### config.mk
export PLATFORM = sky130hd
export DESIGN_NAME = kwta_inhibition_flat
export DESIGN_NICKNAME = d
export VERILOG_FILES = /design/src/rtl/kwta_inhibition_pkg.sv /design/src/rtl/kwta_inhibition_if.sv /design/src/rtl/kwta_inhibition_priority.sv /design/src/rtl/kwta_inhibition.sv /design/src/flat_wrapper.sv
export SDC_FILE = /design/constraint.sdc
export NUM_CORES = 1
export LEC_CHECK = 0
export BUFFER_PORTS_ARGS = -buffer_cell sky130_fd_sc_hd__clkbuf_2
export CORE_ASPECT_RATIO = 1.1
export CORE_UTILIZATION = 57
export DETAILED_ROUTE_END_ITERATION = 7
export PLACE_DENSITY_LB_ADDON = 0.1
export RECOVER_POWER = 50
export SLEW_MARGIN = 0
export SYNTH_ARGS = -nofsm -noshare
export SYNTH_HDL_FRONTEND = slang
export SYNTH_SLANG_ARGS = --single-unit
### constraint.sdc
create_clock -name clk -period 11.41 [get_ports clk]
set_input_delay 0.5705 -clock clk [delete_from_list [all_inputs] [get_ports clk]]
set_output_delay 0.5705 -clock clk [all_outputs]
set_load 0.01 [all_outputs]
### src/rtl/kwta_inhibition_pkg.sv
// Shared helpers and types for the k-winner-take-all inhibition block.
// Default column size and winner count come from `NEURONS_PER_COLUMN / `NUM_WINNERS.
`ifndef NEURONS_PER_COLUMN
`define NEURONS_PER_COLUMN 8
`endif
`ifndef NUM_WINNERS
`define NUM_WINNERS 2
`endif

package tnn_wta_pkg;

    function automatic int id_width(input int n);
        return (n <= 2) ? 1 : $clog2(n);
    endfunction

    function automatic int count_width(input int k);
        return $clog2(k + 1);
    endfunction

    localparam int DEF_NEURONS = `NEURONS_PER_COLUMN;
    localparam int DEF_WINNERS = `NUM_WINNERS;
    localparam int DEF_IDW     = id_width(DEF_NEURONS);

    typedef logic [DEF_IDW-1:0] wta_id_t;
    // Slot s lives at bits [s*IDW +: IDW] when viewed as a flat vector.
    typedef wta_id_t [DEF_WINNERS-1:0] wta_slots_t;

endpackage

### src/rtl/kwta_inhibition_if.sv
// Column-side bundle of the k-WTA block: spike lines, winner record and period snapshot.
// winner_ts exists only when KWTA_TIMESTAMP_EN is defined.
`ifndef NEURONS_PER_COLUMN
`define NEURONS_PER_COLUMN 8
`endif
`ifndef NUM_WINNERS
`define NUM_WINNERS 2
`endif

interface kwta_inhibition_if import tnn_wta_pkg::*; #(
    parameter int NEURONS     = `NEURONS_PER_COLUMN,
    parameter int NUM_WINNERS = `NUM_WINNERS,
    parameter int TS_WIDTH    = 4
) ();
    localparam int IDW = id_width(NEURONS);
    localparam int CW  = count_width(NUM_WINNERS);

    logic                        clear;
    logic [NEURONS-1:0]          in_spikes;
    logic [NEURONS-1:0]          out_spikes;
    logic [NUM_WINNERS*IDW-1:0]  winner_ids;
    logic [CW-1:0]               winner_count;
    logic                        no_winner;
    logic                        period_done;
    logic [NUM_WINNERS*IDW-1:0]  done_ids;
    logic [CW-1:0]               done_count;
`ifdef KWTA_TIMESTAMP_EN
    logic [NUM_WINNERS*TS_WIDTH-1:0] winner_ts;
`endif

    modport slave (
        input  clear, in_spikes,
        output out_spikes, winner_ids, winner_count, no_winner,
               period_done, done_ids, done_count
`ifdef KWTA_TIMESTAMP_EN
        , output winner_ts
`endif
    );

    modport master (
        output clear, in_spikes,
        input  out_spikes, winner_ids, winner_count, no_winner,
               period_done, done_ids, done_count
`ifdef KWTA_TIMESTAMP_EN
        , input winner_ts
`endif
    );
endinterface

### src/rtl/kwta_inhibition_priority.sv
// Combinational priority picker: passes up to 'remaining' lowest-index requests
// and lists their indices in ascending order.
module k_priority_select import tnn_wta_pkg::*; #(
    parameter int NEURONS     = 8,
    parameter int NUM_WINNERS = 2,
    localparam int IDW = id_width(NEURONS),
    localparam int CW  = count_width(NUM_WINNERS)
) (
    input  logic [NEURONS-1:0]                 req,
    input  logic [CW-1:0]                      remaining,
    output logic [NEURONS-1:0]                 sel,
    output logic [NUM_WINNERS-1:0][IDW-1:0]    ids,
    output logic [CW-1:0]                      n_sel
);

    always_comb begin
        sel   = '0;
        ids   = '0;
        n_sel = '0;
        for (int i = 0; i < NEURONS; i++) begin
            if (req[i] && (n_sel < remaining)) begin
                sel[i] = 1'b1;
                for (int s = 0; s < NUM_WINNERS; s++) begin
                    if (n_sel == CW'(s)) begin
                        ids[s] = IDW'(i);
                    end
                end
                n_sel = n_sel + CW'(1);
            end
        end
    end

endmodule

### src/rtl/kwta_inhibition.sv
// k-winner-take-all lateral inhibition for one excitatory column (spikes active low).
// Optional per-slot selection timestamps under KWTA_TIMESTAMP_EN.
`ifndef NEURONS_PER_COLUMN
`define NEURONS_PER_COLUMN 8
`endif
`ifndef NUM_WINNERS
`define NUM_WINNERS 2
`endif

module kwta_inhibition import tnn_wta_pkg::*; #(
    parameter int NEURONS     = `NEURONS_PER_COLUMN,
    parameter int NUM_WINNERS = `NUM_WINNERS,
    parameter int TS_WIDTH    = 4
) (
    input  logic             clk,
    input  logic             rst_n,
    kwta_inhibition_if.slave bus
);
    localparam int IDW = id_width(NEURONS);
    localparam int CW  = count_width(NUM_WINNERS);

    logic [NEURONS-1:0] seen_reg, win_reg, seen_eff, win_eff;
    logic [NEURONS-1:0] seen_next, win_next, arrivals, sel;
    wta_slots_t         slot_reg, slot_eff, slot_next, sel_ids, done_ids_reg;
    logic [CW-1:0]      count_reg, count_eff, count_next, remaining, n_sel;
    logic [CW-1:0]      done_count_reg;
    logic               period_done_reg;

    // The clear cycle already belongs to the new period, so its spikes see empty state.
    assign seen_eff  = bus.clear ? '0 : seen_reg;
    assign win_eff   = bus.clear ? '0 : win_reg;
    assign slot_eff  = bus.clear ? '0 : slot_reg;
    assign count_eff = bus.clear ? '0 : count_reg;

    assign arrivals  = ~bus.in_spikes & ~seen_eff;
    assign remaining = CW'(NUM_WINNERS) - count_eff;

    k_priority_select #(
        .NEURONS     (NEURONS),
        .NUM_WINNERS (NUM_WINNERS)
    ) u_select (
        .req       (arrivals),
        .remaining (remaining),
        .sel       (sel),
        .ids       (sel_ids),
        .n_sel     (n_sel)
    );

    assign bus.out_spikes = bus.in_spikes | ~(win_eff | sel);

    assign seen_next  = seen_eff | ~bus.in_spikes;
    assign win_next   = win_eff | sel;
    assign count_next = count_eff + n_sel;

    genvar gi;
    generate
        for (gi = 0; gi < NUM_WINNERS; gi++) begin : g_slot
            logic [IDW-1:0] pick;
            // New winners fill slots count_eff, count_eff+1, ... in ascending index order.
            always_comb begin
                pick = slot_eff[gi];
                for (int j = 0; j < NUM_WINNERS; j++) begin
                    if ((CW'(j) < n_sel) && ((count_eff + CW'(j)) == CW'(gi))) begin
                        pick = sel_ids[j];
                    end
                end
            end
            assign slot_next[gi] = pick;
        end
    endgenerate

    always_ff @(posedge clk or negedge rst_n) begin
        if (!rst_n) begin
            seen_reg        <= '0;
            win_reg         <= '0;
            slot_reg        <= '0;
            count_reg       <= '0;
            period_done_reg <= 1'b0;
            done_ids_reg    <= '0;
            done_count_reg  <= '0;
        end else begin
            seen_reg        <= seen_next;
            win_reg         <= win_next;
            slot_reg        <= slot_next;
            count_reg       <= count_next;
            period_done_reg <= bus.clear;
            if (bus.clear) begin
                done_ids_reg   <= slot_reg;
                done_count_reg <= count_reg;
            end
        end
    end

    assign bus.winner_ids   = slot_reg;
    assign bus.winner_count = count_reg;
    assign bus.no_winner    = (count_reg == '0);
    assign bus.period_done  = period_done_reg;
    assign bus.done_ids     = done_ids_reg;
    assign bus.done_count   = done_count_reg;

`ifdef KWTA_TIMESTAMP_EN
    logic [TS_WIDTH-1:0]                     ts_reg, ts_eff, ts_next;
    logic [NUM_WINNERS-1:0][TS_WIDTH-1:0]    ts_slot_reg, ts_slot_eff, ts_slot_next;

    assign ts_eff      = bus.clear ? '0 : ts_reg;
    assign ts_next     = (&ts_eff) ? ts_eff : ts_eff + TS_WIDTH'(1);
    assign ts_slot_eff = bus.clear ? '0 : ts_slot_reg;

    generate
        for (gi = 0; gi < NUM_WINNERS; gi++) begin : g_ts
            logic hit;
            always_comb begin
                hit = 1'b0;
                for (int j = 0; j < NUM_WINNERS; j++) begin
                    if ((CW'(j) < n_sel) && ((count_eff + CW'(j)) == CW'(gi))) begin
                        hit = 1'b1;
                    end
                end
            end
            assign ts_slot_next[gi] = hit ? ts_eff : ts_slot_eff[gi];
        end
    endgenerate

    always_ff @(posedge clk or negedge rst_n) begin
        if (!rst_n) begin
            ts_reg      <= '0;
            ts_slot_reg <= '0;
        end else begin
            ts_reg      <= ts_next;
            ts_slot_reg <= ts_slot_next;
        end
    end

    assign bus.winner_ts = ts_slot_reg;
`endif

endmodule

### src/flat_wrapper.sv
// flat-port wrapper written by rule: the top's interface ports become plain ports
module kwta_inhibition_flat import tnn_wta_pkg::*;
#(
    parameter int NEURONS     = `NEURONS_PER_COLUMN,
    parameter int NUM_WINNERS = `NUM_WINNERS,
    parameter int TS_WIDTH    = 4
)
  (clk, rst_n, bus_clear, bus_in_spikes, bus_out_spikes, bus_winner_ids, bus_winner_count, bus_no_winner, bus_period_done, bus_done_ids, bus_done_count);
  kwta_inhibition_if #(.NEURONS(NEURONS), .NUM_WINNERS(NUM_WINNERS), .TS_WIDTH(TS_WIDTH)) bus_i ();
  input  logic clk;
  input  logic rst_n;
  input wire logic [$bits(bus_i.clear)-1:0] bus_clear;
  input wire logic [$bits(bus_i.in_spikes)-1:0] bus_in_spikes;
  output wire logic [$bits(bus_i.out_spikes)-1:0] bus_out_spikes;
  output wire logic [$bits(bus_i.winner_ids)-1:0] bus_winner_ids;
  output wire logic [$bits(bus_i.winner_count)-1:0] bus_winner_count;
  output wire logic [$bits(bus_i.no_winner)-1:0] bus_no_winner;
  output wire logic [$bits(bus_i.period_done)-1:0] bus_period_done;
  output wire logic [$bits(bus_i.done_ids)-1:0] bus_done_ids;
  output wire logic [$bits(bus_i.done_count)-1:0] bus_done_count;
  assign bus_i.clear = bus_clear;
  assign bus_i.in_spikes = bus_in_spikes;
  assign bus_out_spikes = bus_i.out_spikes;
  assign bus_winner_ids = bus_i.winner_ids;
  assign bus_winner_count = bus_i.winner_count;
  assign bus_no_winner = bus_i.no_winner;
  assign bus_period_done = bus_i.period_done;
  assign bus_done_ids = bus_i.done_ids;
  assign bus_done_count = bus_i.done_count;
  kwta_inhibition #(.NEURONS(NEURONS), .NUM_WINNERS(NUM_WINNERS), .TS_WIDTH(TS_WIDTH)) u_core (.clk(clk), .rst_n(rst_n), .bus(bus_i));
endmodule
==> flow_summary.json, run 1 <==
{
  "grt_overflow": 0,
  "antenna_left": 0,
  "io_pins": 37,
  "ys_seq_elements": 33,
  "synth_edf_count": 0,
  "start_kind": "input port",
  "end_kind": "output pin",
  "worstMarginPinSlew_ps": 1800,
  "vias_per_cell": 5.76,
  "clock_sinks": 33,
  "grt_max_degree": 34,
  "start_util_pct": 60.6,
  "nets": 336,
  "synth.area.top_cells": "dfrtp_1 (34%), ha_1 (13%), mux2_2 (5.0%)",
  "finalWeightedCongestion": 0.899,
  "synth.most_common_cell": "dfrtp_1",
  "dpl.hpwl_mm": 3.83,
  "synthArstFlopShare_pct": 100,
  "utilization_pct": 68.9,
  "drt_iter0_drc": 101,
  "grt_pass1_vias": 1911,
  "violations": "capacitance limit, slew limit",
  "placement_rows": 24,
  "wirelength_mm": 5.12,
  "synthCells": 258,
  "hold_violations": 0,
  "crit_family": "simple AND/OR/NAND/NOR gates",
  "outcome": "finished, violations left",
  "post_cts_buffers": 0,
  "cts_buffers": 5,
  "cts_resized": 0,
  "drcViolationCount": 0,
  "ctsHoldBuffers": 0,
  "yosysWarnings": 0,
  "whs_ps": 468,
  "grt_util_all_layers_pct": 25.0,
  "clock_skew_ps": 3.99,
  "period_needed_ps": 10360,
  "antenna_found_initial": 0,
  "root_buffer": "clkbuf_8",
  "yosys.area.top_type": "dfrtp_1",
  "drive_above_1_share_pct": 24.7,
  "yosys.area.top_type_share_pct": 33.6,
  "relSlewSlack_pct": -19.8,
  "setup_tns_ps": 0,
  "path_buf_inv": 7,
  "n_antenna_cell": 0,
  "cp_slowest_cell": "or3_1",
  "rsz0062_at_grt": "no",
  "finalMaxSlewViolations": 34,
  "cp_max_fo": 18,
  "portBuffers": 36,
  "synth_common_cells": "dfrtp_1 (33), ha_1 (26), inv_1 (20)",
  "crit_top_cell": "ha_1",
  "final.period_utilization_pct": 90.8,
  "clkTransAtPathRegs_ps": 70,
  "hp-class": "input port to flip-flop",
  "synth.distinct_cells": 54,
  "syn_area_mm2": 0.00246,
  "ys.flop_type": "dfrtp_1",
  "dr.pass1.iters": 4,
  "grt_pass1_wl_mm": 8.78,
  "die_y_um": 70.9,
  "critPathKind": "input port to output pin",
  "max_cap_violations": 1,
  "cp.required_ps": 10840,
  "synth_area_per_cell_um2": 9.52,
  "die_w_um": 64.6,
  "core_mm2": 0.00405,
  "routed-via-count": 2028,
  "cts_tree": "built",
  "die_area_mm2": 0.00458,
  "area_growth_pct": 13.6,
  "insertion_delay_ps": 280,
  "post_drt_wl_per_cell_um": 14.5,
  "critPathArrivalTime_ps": 9790,
  "syn-num-nets": 295,
  "setup_violations": 0,
  "htreeDepth": 2,
  "slowest_delay_ps": 420,
  "ys_seq_area_share_pct": 33.6,
  "clk_path_buf_depth": 2,
  "fmax_ghz": 0.0965
}
per-layer routing:
| layer | wire (µm) | GRT usage, % | up-vias |
|---|---|---|---|
| li1 | - | - | 1000 |
| met1 | 2420 | 32.3 | 968 |
| met2 | 2430 | 41.8 | 51 |
| met3 | 191 | 4.52 | 9 |
| met4 | 81 | 9.14 | 0 |
| met5 | 0 | 0 | - |
area by class of cell:
type | instances | area (µm²)
inverters | 21 | 80.1
clock buffers | 7 | 96.3
well taps | 52 | 65.1
multi-input cells | 197 | 1510
clock inverters | 1 | 5.00
fillers | 319 | 1260
flip-flops and latches | 33 | 826
repair buffers | 41 | 213
worst register-to-register path: cells and delay by family (launching register included):
| kind | cells | cell delay, ps |
|---|---|---|
| buf+inv | 5 | 610 |
| fa+ha+maj | 7 | 1440 |
| simple gates | 13 | 4040 |
| compound gates | 10 | 2070 |
| mux | 5 | 1470 |
| flops | 1 | 430 |
cell families (layout without fill, tap and decap cells):
kind of cell / after synthesis / after routing / share of synthesized area, %
compound gates: 66 / 66 / 19.4
xor+xnor: 3 / 3 / 1.07
fa+ha+maj: 26 / 26 / 13.2
buf+inv: 28 / 70 / 5.04
flops: 33 / 33 / 33.6
mux: 19 / 19 / 8.71
simple gates: 83 / 83 / 18.9
final timing paths:
| kind | from | end | slack [ps] | cells past startpoint |
|---|---|---|---|---|
| worst min-delay path | bus_in_spikes[5] | u_core.seen_reg[5] | 470 | 2 |
| worst max-delay path | bus_clear | bus_out_spikes[7] | 1050 | 40 |
| min in group asynchronous | rst_n | u_core.win_reg[4] | 760 | 1 |
| worst min register to register | u_core.win_reg[7] | u_core.win_reg[7] | 480 | 1 |
| worst max register to register | u_core.bus.winner_count[0] | u_core.bus.winner_ids[2] | 1260 | 40 |
| max in group asynchronous | rst_n | u_core.bus.done_ids[5] | 9620 | 1 |
through the flow:
| step | cell area [µm²] | worst slack (ps) | instances |
|---|---|---|---|
| after floorplan | 2460 | 1580 | 258 |
| after global placement | 2700 | 1090 | 344 |
| after detailed placement | 2700 | 963 | 344 |
| after CTS | 2800 | 1100 | 352 |
| after global routing | 2790 | 378 | 352 |
| final | 2790 | 1050 | 352 |
placed cells by master (no fill, tap or decap), drive strengths merged, types with 3 or more instances in the layout:
| master | netlist | final |
|---|---|---|
| ha | 26 | 26 |
| a21o | 10 | 10 |
| buf | 5 | 4 |
| clkbuf | 2 | 44 |
| mux2 | 13 | 13 |
| a31oi | 3 | 3 |
| a21oi | 19 | 19 |
| nand2b | 15 | 15 |
| o211ai | 3 | 3 |
| or3 | 7 | 7 |
| nor2 | 9 | 9 |
| a22oi | 3 | 3 |
| o21ai | 12 | 12 |
| inv | 20 | 20 |
| nand3 | 8 | 8 |
| nor3 | 8 | 8 |
| nand2 | 14 | 14 |
| dfrtp | 33 | 33 |
| nor2b | 9 | 9 |
| and2 | 4 | 4 |
| mux2i | 6 | 6 |
Power of run 1 is not shown: default switching activity piles up to over one toggle a cycle in this logic, so the estimate is an artifact.
==> run 2: changes to the inputs <==
--- a/config.mk
+++ b/config.mk
@@ -7,11 +7,13 @@
 export LEC_CHECK = 0
 export BUFFER_PORTS_ARGS = -buffer_cell sky130_fd_sc_hd__clkbuf_2
 export CORE_ASPECT_RATIO = 1.1
-export CORE_UTILIZATION = 57
+export CORE_UTILIZATION = 58
 export DETAILED_ROUTE_END_ITERATION = 7
 export PLACE_DENSITY_LB_ADDON = 0.1
 export RECOVER_POWER = 50
+export SETUP_SLACK_MARGIN = 0.2
 export SLEW_MARGIN = 0
 export SYNTH_ARGS = -nofsm -noshare
 export SYNTH_HDL_FRONTEND = slang
+export SYNTH_HIERARCHICAL = 1
 export SYNTH_SLANG_ARGS = --single-unit
==> run 2 against run 1 <==
Compared with the run above:
- the run still ends with capacitance limit, slew limit left
- global-route usage is 0.82 points higher
- non-clock buffer count is 4 lower
- area after synthesis is 2.5% higher
- via count is 2.8% higher
- synthesized cell count is 2.3% higher
- die area is 0.70% higher
- cell count is 1.4% higher
- hold slack better by 5.9 ps
- critical endpoint is now u_core/bus.winner_ids[2]
- final area is 2.1% higher
- critical path type is now input port to flip-flop
- register-to-register slack better by 440 ps
==> flow_summary.json, run 2 <==
{
  "worstMarginPinSlew_ps": 1670,
  "critPathKind": "input port to flip-flop",
  "cts_resized": 0,
  "fill_cells": 333,
  "cp_slowest_cell": "o21ai_0",
  "wl_met1_mm": 2.55,
  "cts_buffers": 5,
  "startpoint": "bus_clear",
  "setup_violations": 0,
  "die_w_um": 64.8,
  "ys_seq_area_share_pct": 32.8,
  "rr_worst_depth": 36,
  "start_kind": "input port",
  "core_mm2": 0.00405,
  "period_needed_ps": 9920,
  "synth_area_per_cell_um2": 9.54,
  "cp.required_ps": 11550,
  "syn-num-nets": 296,
  "ctsHoldBuffers": 0,
  "max_cap_violations": 1,
  "die_area_mm2": 0.00461,
  "post_cts_buffers": 0,
  "synth.area.top_cells": "dfrtp_1 (33%), ha_1 (10%), nand2b_1 (4.0%)",
  "hold_depth": 2,
  "clock_skew_ps": 3.69,
  "yosys.area.top_type": "dfrtp_1",
  "clkTransAtPathRegs_ps": 70,
  "n_antenna_cell": 0,
  "drt_iter0_drc": 111,
  "rsz0062_at_grt": "no",
  "start_util_pct": 62.1,
  "reg2reg_to": "u_core/bus.winner_ids[2]",
  "portBuffers": 36,
  "met3WireLength_um": 141,
  "grt_util_all_layers_pct": 25.9,
  "post_drt_wl_per_cell_um": 15.1,
  "antenna_found_initial": 0,
  "hp-class": "input port to flip-flop",
  "root_buffer": "clkbuf_8",
  "insertion_delay_ps": 280,
  "ys_seq_elements": 33,
  "stdcell_area_mm2": 0.00285,
  "critPathArrivalTime_ps": 10060,
  "synth.distinct_cells": 61,
  "final.period_utilization_pct": 87.0,
  "clock_sinks": 33,
  "worst_r2r_startpoint": "u_core/bus.winner_count[0]",
  "routed-via-count": 2084,
  "vias_per_cell": 5.84,
  "synth_common_cells": "dfrtp_1 (33), inv_1 (23), ha_1 (21)",
  "synthArstFlopShare_pct": 100,
  "syn_area_mm2": 0.00252,
  "synthCells": 264,
  "nets": 336,
  "cts_tree": "built",
  "drive_above_1_share_pct": 24.9,
  "clk_path_buf_depth": 2,
  "violations": "capacitance limit, slew limit",
  "crit_top_cell": "ha_1",
  "die_y_um": 71.1,
  "dpl.hpwl_mm": 4.20,
  "whs_ps": 474,
  "grt_max_degree": 34,
  "final.setup.worst_slack_ps": 1490,
  "dr.pass1.iters": 4,
  "met2_length_mm": 2.61,
  "grt_pass1_wl_mm": 9.25,
  "whs_endpoint": "u_core/seen_reg[7]",
  "setup_tns_ps": 0,
  "cp_max_fo": 26,
  "yosysWarnings": 6,
  "synth.most_common_cell": "dfrtp_1",
  "hold_violations": 0,
  "synth_edf_count": 0,
  "end_kind": "flip-flop",
  "top_layer": "met4",
  "grt_overflow": 0,
  "r2r_slack_ps": 1700,
  "antenna_left": 0,
  "final_cell_mix": "clkbuf_2 (35), dfrtp_1 (33), inv_1 (23)",
  "placement_rows": 24,
  "area_growth_pct": 13.2,
  "ys.flop_type": "dfrtp_1",
  "htreeDepth": 2,
  "place_ws_ps": 1290,
  "relSlewSlack_pct": -11.3,
  "outcome": "finished, violations left",
  "multi_input_area_mm2": 0.00155,
  "worstHoldStart": "bus_in_spikes[7]",
  "slowest_delay_ps": 460,
  "fmax_ghz": 0.101,
  "regArea_um2": 826,
  "yosys.area.top_type_share_pct": 32.8,
  "finalWeightedCongestion": 0.858,
  "final_common_cell": "clkbuf_2",
  "finalMaxSlewViolations": 34,
  "grt_pass1_vias": 2024,
  "post_dp_cell_area_mm2": 0.00274,
  "drcViolationCount": 0,
  "wirelength_mm": 5.39,
  "io_pins": 37
}
-- run 2: layout make-up --
type / count / share of cell area (%)
multi-input cells: 200 / 54.5
flip-flops and latches: 33 / 29.0
repair buffers: 37 / 6.54
inverters: 27 / 3.64
clock buffers: 7 / 3.03
well taps: 52 / 2.28
clock inverters: 1 / 1.05
-- run 2: cells by family after synthesis --
kind of cell    synth area share [%]
compound gates                  25.7
simple gates                    17.4
flops                           32.8
buf+inv                         5.51
fa+ha+maj                       10.4
mux                             6.76
xor+xnor                        1.39
-- run 2: worst max-delay path by stage --
stage / endpoint / slack [ps] / depth (start not counted)
after floorplan: u_core/bus.winner_ids[0] / 2930 / 37
after global placement: u_core/bus.winner_ids[2] / 1550 / 37
after detailed placement: u_core/bus.winner_ids[4] / 1290 / 37
after CTS: u_core/bus.winner_ids[2] / 1560 / 37
after global routing: u_core/bus.winner_ids[2] / 620 / 37
final: u_core/bus.winner_ids[2] / 1490 / 37
-- run 2: metrics by stage --
stage               util, %  instances
floorplan                 -        264
global placement       67.5        349
detailed placement     67.5        349
CTS                    70.4        357
global route           70.3        357
finish                 70.3        357
-- run 2: critical path: cells and delay by family --
family,cells,cell delay (ps)
and+or+nand+nor,11,2410
buffers and inverters,4,800
AOI/OAI and AO/OA,10,2990
adders and majority gates,8,1950
muxes,4,1330
-- run 2: routing by layer --
layer  track usage [%]  up-vias
met5                 0        -
met4              8.89        0
met3              3.71        9
met2              43.3       43
met1              33.8      997
li1                  -     1035
Power of run 2 is left out for the same reason.
==> run 3: changes to the inputs <==
==> constraint.sdc (replaced) <==
create_clock -name clk -period 11.41 [get_ports clk]
set_input_delay 1.7115 -clock clk [delete_from_list [all_inputs] [get_ports clk]]
set_output_delay 1.7115 -clock clk [all_outputs]
set_load 0.01 [all_outputs]
==> run 3 against run 2 <==
Compared with the run above:
- the flow still finishes with violations (capacitance limit, slew limit)
- critical path depth is 2 higher
- maximum frequency is 7.1% lower
- die area stayed put
- sequential share of layout area is 0.68 points lower
- critical endpoint is now bus_out_spikes[7]
==> flow_summary.json, run 3 (same netlist as run 2, synthesis figures left out) <==
{
  "clkTransAtPathRegs_ps": 70,
  "io_pins": 37,
  "die_y_um": 71.1,
  "routed-via-count": 2129,
  "reg2reg_to": "u_core/bus.winner_ids[2]",
  "antenna_left": 0,
  "wirelength_mm": 5.83,
  "outcome": "finished, violations left",
  "critPathArrivalTime_ps": 8970,
  "insertion_delay_ps": 290,
  "grt_max_degree": 34,
  "cp_max_fo": 20,
  "dr.pass1.iters": 4,
  "antenna_found_initial": 0,
  "clk_path_buf_depth": 2,
  "dpl.hpwl_mm": 4.41,
  "grt_overflow": 0,
  "die_area_mm2": 0.00461,
  "worstMarginPinSlew_ps": 1750,
  "grt_pass1_wl_mm": 9.81,
  "n_antenna_cell": 0,
  "clock_skew_ps": 4.62,
  "ctsHoldBuffers": 0,
  "hold_depth": 1,
  "fmax_ghz": 0.0936,
  "die_w_um": 64.8,
  "cp.required_ps": 9700,
  "core_mm2": 0.00405,
  "finalMaxSlewViolations": 34,
  "portBuffers": 36,
  "htreeDepth": 2,
  "crit_top_cell": "ha_1",
  "slowest_delay_ps": 360,
  "whs_endpoint": "u_core/win_reg[7]",
  "cts_buffers": 5,
  "critPathKind": "input port to output pin",
  "area_growth_pct": 15.9,
  "setup_violations": 0,
  "post_drt_wl_per_cell_um": 15.9,
  "worst_r2r_startpoint": "u_core/bus.winner_count[0]",
  "rr_worst_depth": 38,
  "start_kind": "input port",
  "final_cell_mix": "clkbuf_2 (34), dfrtp_1 (33), inv_1 (23)",
  "nets": 345,
  "relSlewSlack_pct": -16.8,
  "cts_tree": "built",
  "r2r_slack_ps": 2790,
  "final.period_utilization_pct": 93.7,
  "placement_rows": 24,
  "end_kind": "output pin",
  "vias_per_cell": 5.82,
  "grt_pass1_vias": 2061,
  "cp_slowest_cell": "mux2_4",
  "hold_violations": 0,
  "root_buffer": "clkbuf_8",
  "drt_iter0_drc": 130,
  "final_common_cell": "clkbuf_2",
  "violations": "capacitance limit, slew limit",
  "setup_tns_ps": 0,
  "grt_util_all_layers_pct": 28.0,
  "drcViolationCount": 0,
  "drive_above_1_share_pct": 29.0,
  "start_util_pct": 62.1,
  "clock_sinks": 33,
  "max_cap_violations": 1,
  "finalWeightedCongestion": 0.915,
  "rsz0062_at_grt": "no",
  "period_needed_ps": 10690,
  "worstHoldStart": "u_core/win_reg[7]",
  "hp-class": "flip-flop to flip-flop"
}
==> run 3: worst max path at each step <==
stage          slack, ps  startpoint           endpoint  cells past startpoint
2_1_floorplan        890   bus_clear  bus_out_spikes[7]                     35
3_3_place_gp         710   bus_clear  bus_out_spikes[7]                     37
3_5_place_dp         450   bus_clear  bus_out_spikes[7]                     39
4_1_cts              430   bus_clear  bus_out_spikes[7]                     39
5_1_grt              100   bus_clear  bus_out_spikes[7]                     39
6_report             720   bus_clear  bus_out_spikes[7]                     39
==> run 3: metal layers <==
| metal | wire (µm) | vias up | global-route usage [%] | part of all wire (%) |
|---|---|---|---|---|
| met5 | 0 | - | 0 | 0 |
| met4 | 91 | 0 | 12.1 | 1.6 |
| met3 | 200 | 9 | 2.90 | 3.4 |
| met2 | 2880 | 55 | 45.4 | 49 |
| met1 | 2670 | 1014 | 37.6 | 46 |
| li1 | - | 1051 | - | - |
==> run 3: repair_timing <==
action	in CTS	in global routing
setup buffers	0	2
resized for setup	0	11
endpoints found under the setup margin	0	1
==> run 3: worst max-delay path: cells and delay by family <==
kind            cells  cell delay (ps)
compound gates     11             1950
fa+ha+maj           7             1840
mux                 4             1280
buf+inv             9             1120
simple gates        8             1030
==> run 3: cell type report <==
type                            count  area, µm²
Multi-Input combinational cell    200       1590
Fill cell                         337       1130
Sequential cell                    33        826
Timing Repair Buffer               46        253
Inverter                           27        104
Clock buffer                        6       72.6
Tap cell                           52       65.1
Clock inverter                      2       10.0
==> run 3: metrics by stage <==
stage / std cells / setup slack (ps) / hold slack [ps] / utilization [%] / cell area, µm²
global route: 366 / 101 / 504 / 72.0 / 2920
detailed placement: 356 / 454 / 468 / 68.8 / 2790
CTS: 364 / 430 / 482 / 70.8 / 2870
floorplan: 264 / 894 / 446 / - / 2520
finish: 366 / 724 / 487 / 72.0 / 2920
global placement: 356 / 711 / 460 / 68.8 / 2790
Power of run 3 is left out for the same reason.
